<file path="src/rtl/sbox_share_arbiter.sv">
// ---------------------------------------------------------------------------
// sbox_share_arbiter
//
// Time-multiplexed SubBytes / SubWord engine. A bank of four byte S-boxes
// (one 32-bit column) is shared between the cipher state datapath and the
// key expansion unit. A 128-bit SubBytes takes four passes through the bank
// and a 32-bit SubWord takes one pass.
//
// Optional feature macro: SBOX_RR_EN
//   defined   -> round-robin tie-break between simultaneous requests
//   undefined -> fixed priority, key beats state on a tie
//
// Ports
//   clk      in   1    rising-edge clock
//   rst      in   1    asynchronous reset, active high
//   st_req   in   1    state SubBytes request (level)
//   st_in    in   128  state operand, byte 15 in bits 127:120
//   st_gnt   out  1    one-cycle pulse, state request accepted
//   st_done  out  1    one-cycle pulse, st_out complete
//   st_out   out  128  SubBytes result register
//   kw_req   in   1    key-word SubWord request (level)
//   kw_in    in   32   key word operand
//   kw_gnt   out  1    one-cycle pulse, key request accepted
//   kw_done  out  1    one-cycle pulse, kw_out complete
//   kw_out   out  32   SubWord result register
//   busy     out  1    high while a pass sequence is running
// ---------------------------------------------------------------------------

// AES forward S-box for one byte: multiplicative inverse in GF(2^8)
// (modulus x^8+x^4+x^3+x+1) followed by the AES affine transform.
module sbox (
    input  logic [7:0] a,
    output logic [7:0] y
);

    function automatic logic [7:0] gf_mul(input logic [7:0] p, input logic [7:0] q);
        logic [7:0] acc;
        logic [7:0] x;
        acc = 8'h00;
        x   = p;
        for (int i = 0; i < 8; i++) begin
            if (q[i]) begin
                acc = acc ^ x;
            end else begin
                acc = acc;
            end
            if (x[7]) begin
                x = {x[6:0], 1'b0} ^ 8'h1b;
            end else begin
                x = {x[6:0], 1'b0};
            end
        end
        return acc;
    endfunction

    // Inverse as v^254 = v^2 * v^4 * ... * v^128; maps 0 to 0 as AES requires.
    function automatic logic [7:0] gf_inv(input logic [7:0] v);
        logic [7:0] sq;
        logic [7:0] r;
        sq = v;
        r  = 8'h01;
        for (int i = 0; i < 7; i++) begin
            sq = gf_mul(sq, sq);
            r  = gf_mul(r, sq);
        end
        return r;
    endfunction

    function automatic logic [7:0] affine(input logic [7:0] s);
        return s
             ^ {s[6:0], s[7]}
             ^ {s[5:0], s[7:6]}
             ^ {s[4:0], s[7:5]}
             ^ {s[3:0], s[7:4]}
             ^ 8'h63;
    endfunction

    logic [7:0] inv_s;

    // Pure combinational byte substitution.
    always_comb begin
        inv_s = gf_inv(a);
        y     = affine(inv_s);
    end

endmodule

module sbox_share_arbiter (
    input  logic         clk,
    input  logic         rst,
    input  logic         st_req,
    input  logic [127:0] st_in,
    output logic         st_gnt,
    output logic         st_done,
    output logic [127:0] st_out,
    input  logic         kw_req,
    input  logic [31:0]  kw_in,
    output logic         kw_gnt,
    output logic         kw_done,
    output logic [31:0]  kw_out,
    output logic         busy
);

    typedef enum logic [1:0] {
        IDLE   = 2'd0,
        ST_RUN = 2'd1,
        KW_RUN = 2'd2
    } state_t;

    state_t         state_r;
    logic [1:0]     cnt_r;
    logic [127:0]   op_r;
    logic [127:0]   st_out_r;
    logic [31:0]    kw_out_r;
    logic           st_gnt_r;
    logic           st_done_r;
    logic           kw_gnt_r;
    logic           kw_done_r;
    logic           busy_r;

    logic [31:0]    bank_in_s;
    logic [31:0]    bank_out_s;
    logic           grant_kw_s;
    logic           grant_st_s;

`ifdef SBOX_RR_EN
    // High when the key side wins the next tie; reset favours key.
    logic           prio_kw_r;

    // Tie-break by the round-robin pointer; single requests win outright.
    always_comb begin
        if (kw_req && st_req) begin
            grant_kw_s = prio_kw_r;
        end else begin
            grant_kw_s = kw_req;
        end
        grant_st_s = st_req && !grant_kw_s;
    end

    // After each grant the other requester becomes favoured.
    always_ff @(posedge clk or posedge rst) begin
        if (rst) begin
            prio_kw_r <= 1'b1;
        end else if ((state_r == IDLE) && (grant_kw_s || grant_st_s)) begin
            prio_kw_r <= grant_st_s;
        end else begin
            prio_kw_r <= prio_kw_r;
        end
    end
`else
    // Fixed priority: key always beats state.
    always_comb begin
        grant_kw_s = kw_req;
        grant_st_s = st_req && !kw_req;
    end
`endif

    // Select the operand column presented to the shared S-box bank.
    always_comb begin
        bank_in_s = op_r[31:0];
        case (state_r)
            ST_RUN: begin
                case (cnt_r)
                    2'd0:    bank_in_s = op_r[127:96];
                    2'd1:    bank_in_s = op_r[95:64];
                    2'd2:    bank_in_s = op_r[63:32];
                    default: bank_in_s = op_r[31:0];
                endcase
            end
            default: begin
                bank_in_s = op_r[31:0];
            end
        endcase
    end

    for (genvar g = 0; g < 4; g++) begin : g_bank
        sbox u_sbox (
            .a (bank_in_s[8*g +: 8]),
            .y (bank_out_s[8*g +: 8])
        );
    end

    // Arbitration, pass sequencing and all registered outputs.
    always_ff @(posedge clk or posedge rst) begin
        if (rst) begin
            state_r   <= IDLE;
            cnt_r     <= 2'd0;
            op_r      <= 128'h0;
            st_out_r  <= 128'h0;
            kw_out_r  <= 32'h0;
            st_gnt_r  <= 1'b0;
            st_done_r <= 1'b0;
            kw_gnt_r  <= 1'b0;
            kw_done_r <= 1'b0;
            busy_r    <= 1'b0;
        end else begin
            st_gnt_r  <= 1'b0;
            st_done_r <= 1'b0;
            kw_gnt_r  <= 1'b0;
            kw_done_r <= 1'b0;
            case (state_r)
                IDLE: begin
                    if (grant_kw_s) begin
                        op_r[31:0] <= kw_in;
                        kw_gnt_r   <= 1'b1;
                        busy_r     <= 1'b1;
                        state_r    <= KW_RUN;
                    end else if (grant_st_s) begin
                        op_r     <= st_in;
                        st_gnt_r <= 1'b1;
                        busy_r   <= 1'b1;
                        cnt_r    <= 2'd0;
                        state_r  <= ST_RUN;
                    end else begin
                        busy_r <= 1'b0;
                    end
                end
                ST_RUN: begin
                    // Result lands in the same word lane it was read from.
                    case (cnt_r)
                        2'd0:    st_out_r[127:96] <= bank_out_s;
                        2'd1:    st_out_r[95:64]  <= bank_out_s;
                        2'd2:    st_out_r[63:32]  <= bank_out_s;
                        default: st_out_r[31:0]   <= bank_out_s;
                    endcase
                    if (cnt_r == 2'd3) begin
                        st_done_r <= 1'b1;
                        busy_r    <= 1'b0;
                        cnt_r     <= 2'd0;
                        state_r   <= IDLE;
                    end else begin
                        cnt_r <= cnt_r + 2'd1;
                    end
                end
                KW_RUN: begin
                    kw_out_r  <= bank_out_s;
                    kw_done_r <= 1'b1;
                    busy_r    <= 1'b0;
                    state_r   <= IDLE;
                end
                default: begin
                    busy_r  <= 1'b0;
                    cnt_r   <= 2'd0;
                    state_r <= IDLE;
                end
            endcase
        end
    end

    assign st_gnt  = st_gnt_r;
    assign st_done = st_done_r;
    assign st_out  = st_out_r;
    assign kw_gnt  = kw_gnt_r;
    assign kw_done = kw_done_r;
    assign kw_out  = kw_out_r;
    assign busy    = busy_r;

endmodule
</file>
<file path="config.mk">
export PLATFORM = sky130hd
export DESIGN_NAME = sbox_share_arbiter
export DESIGN_NICKNAME = d
export VERILOG_FILES = /design/src/rtl/sbox_share_arbiter.sv
export SDC_FILE = /design/constraint.sdc
export NUM_CORES = 2
export LEC_CHECK = 0
export CAP_MARGIN = 15
export CORE_MARGIN = 1
export CORE_UTILIZATION = 50
export CTS_CLUSTER_DIAMETER = 120
export CTS_CLUSTER_SIZE = 8
export DETAILED_ROUTE_END_ITERATION = 12
export DONT_BUFFER_PORTS = 1
export PLACE_DENSITY = 0.7
export REMOVE_ABC_BUFFERS = 1
export SYNTH_ARGS = -nofsm -noshare
export SYNTH_HDL_FRONTEND = slang
export SYNTH_SLANG_ARGS = --single-unit
</file>
<file path="constraint.sdc">
create_clock -name clk -period 22 [get_ports clk]
set_clock_uncertainty 0.15 [all_clocks]
set_input_delay 2.2 -clock clk [delete_from_list [all_inputs] [get_ports clk]]
set_output_delay 2.2 -clock clk [all_outputs]
set_load 0.01 [all_outputs]
</file>
==> out/qor.yml <==
grt.total_usage: 0.282
layout_commonest_cell: "xnor2_1"
timing.final.max_slew_violations: 0
synthArstFlopShare: 1.00
cp-end-kind: "register"
ys_types: 122
nFillCells: 13800
outcome: "finished, final reports clean"
first_global_vias: 65500
htree_levels: 2
arrival_ns: 20.80
syn_area_um2: 73400
drtIter0Drc: 7428
final_cell_area_um2: 76800
rows: 140
fmax_ghz: 0.0487
synth_ff_type: "dfrtp_1"
clock_path_buffers: 3
fp.dieW_um: 385
max_stage_delay_ns: 0.91
clkTransAtPathRegs_ns: 0.05
critPathKind: "register to register"
postCtsHoldBufs: 0
antenna_found_initial: 3
ys_seq_elements: 297
grt_max_degree: 92
grt_overflow: 0
cts_tree: "built"
ant_nets: 0
yosysWarnings: 0
min_period_ns: 20.53
syn_inst: 9717
die_y_um: 385
setup_slack_ns: 1.47
io_buffers: 0
cp_data_required_time_ns: 22.28
tightest_slew_ns: 1.20
drv_cap: 0
ctsRootBufferMaster: "clkbuf_16"
register_area_um2: 7430
drc: 0
hp-class: "register to register"
cpMostUsedCell: "xnor2_1"
gp_congestion: 0.962
die-area_um2: 148000
dp_hpwl_mm: 158
cp-start-kind: "register"
syn_area_per_cell_um2: 7.56
start_util: 0.504
clk_latency_ns: 0.61
place_area_um2: 75600
first_pass_iters: 6
grt_first_pass_wirelength_mm: 352
nets: 9564
multiInputGateArea_um2: 62900
final_cell_mix: "1,653 x xnor2_1, 1,268 x nor2_1, 937 x nand2_1"
synthToLayoutAreaGrowth_pct: 4.62
hold_viol_final: 0
maxSlewHeadroom: 0.194
drive_gt1_frac: 0.105
synth_edf_count: 0
routedWlPerCell_um: 19.4
vias_per_cell: 6.18
num_vias: 69800
route.final.wire_length_mm: 219
place_ws_ns: 0.523
fin_crit_sh: 0.933
seq_area_frac_synth: 0.101
setup_viol: 0
rsz0062_at_grt: "no"
clock_sinks: 297
cts_buffers: 43
io_pins: 329
cpMaxStageDelayCell: "a222oi_1"
critPathMaxFanout: 17
fp.coreArea_um2: 146000
-- registers in the layout, summed over array words and instances (netlist names) --
name     count
kw_gnt       1
st_done      1
cnt_r        2
state_r      2
op_r       128
kw_done      1
busy         1
st_out     128
st_gnt       1
kw_out      32
-- Yosys cell counts, types with 151 or more instances --
library cell  number  share of area
o21ai_1          195          0.013
clkbuf_1         451          0.023
dfrtp_1          297           0.10
nand2_1          941          0.048
xnor3_1          193          0.059
mux2i_1          243          0.033
nor2_1          1270          0.065
nor3_1           254          0.017
a21oi_1          559          0.038
xor2_1           488          0.058
xnor2_1         1707           0.20
buf_2            151          0.010
nand3_1          250          0.017
o21ai_0          452          0.031
-- stage by stage --
stage | instances | utilization | hold WS, ns | setup TNS (ns)
after global routing | 11300 | 0.527 | 0.365 | 0
after floorplan | 9008 | - | 0.330 | -424.03
after global placement | 11200 | 0.519 | 0.339 | 0
after CTS | 11300 | 0.527 | 0.357 | 0
final | 11300 | 0.527 | 0.356 | 0
after detailed placement | 11200 | 0.519 | 0.345 | 0
-- final cells by class --
class	instances	share of cell area
diodes	3	0.0000977
clock buffers	43	0.0140
clock inverters	5	0.00109
inverters	136	0.00677
multi-input cells	8575	0.819
flip-flops and latches	297	0.0967
well taps	1917	0.0312
repair buffers	315	0.0309
-- metal layers --
| layer | vias to the layer above | GRT usage | routed length [µm] |
|---|---|---|---|
| met2 | 2903 | 0.477 | 105000 |
| met3 | 432 | 0.0255 | 15200 |
| met4 | 0 | 0.0903 | 6220 |
| li1 | 33100 | - | - |
| met1 | 33400 | 0.376 | 92600 |
| met5 | - | 0 | 0 |
-- path summary, 6_finish.rpt --
kind / startpoint / endpoint / slack (ns) / cells past startpoint
setup reg to reg: cnt_r[0] / st_out[64] / 1.47 / 68
hold reg to reg: op_r[62] / op_r[62] / 0.36 / 1
max in group asynchronous: rst / st_out[19] / 18.00 / 3
setup / recovery: cnt_r[0] / st_out[64] / 1.47 / 68
min in group asynchronous: rst / op_r[122] / 1.33 / 1
hold / removal: op_r[62] / op_r[62] / 0.36 / 1
-- cell families after synthesis --
| logic type | count (synthesis) | synth area share |
|---|---|---|
| flip-flops | 297 | 0.101 |
| buffers and inverters | 845 | 0.0500 |
| AO/OA/AOI/OAI | 2298 | 0.202 |
| adder cells (fa/ha/maj) | 34 | 0.00572 |
| multiplexers | 403 | 0.0587 |
| XOR/XNOR | 2667 | 0.394 |
| AND/OR/NAND/NOR | 3173 | 0.188 |
-- worst max-delay path: cells and delay by family (launching register included) --
kind / cells / cell delay [ns]
mux: 3 / 1.14
buf+inv: 6 / 1.20
xor+xnor: 32 / 9.97
fa+ha+maj: 4 / 1.66
compound gates: 10 / 2.60
simple gates: 13 / 3.23
flops: 1 / 0.40
-- repair_timing --
action                                  in CTS  in global routing
endpoints found under the setup margin       0                 55
resized for setup                            0                  6
buffers inserted                             0                  2
Power is not shown: default switching activity piles up to over one toggle a cycle in this logic, so the estimate is an artifact.
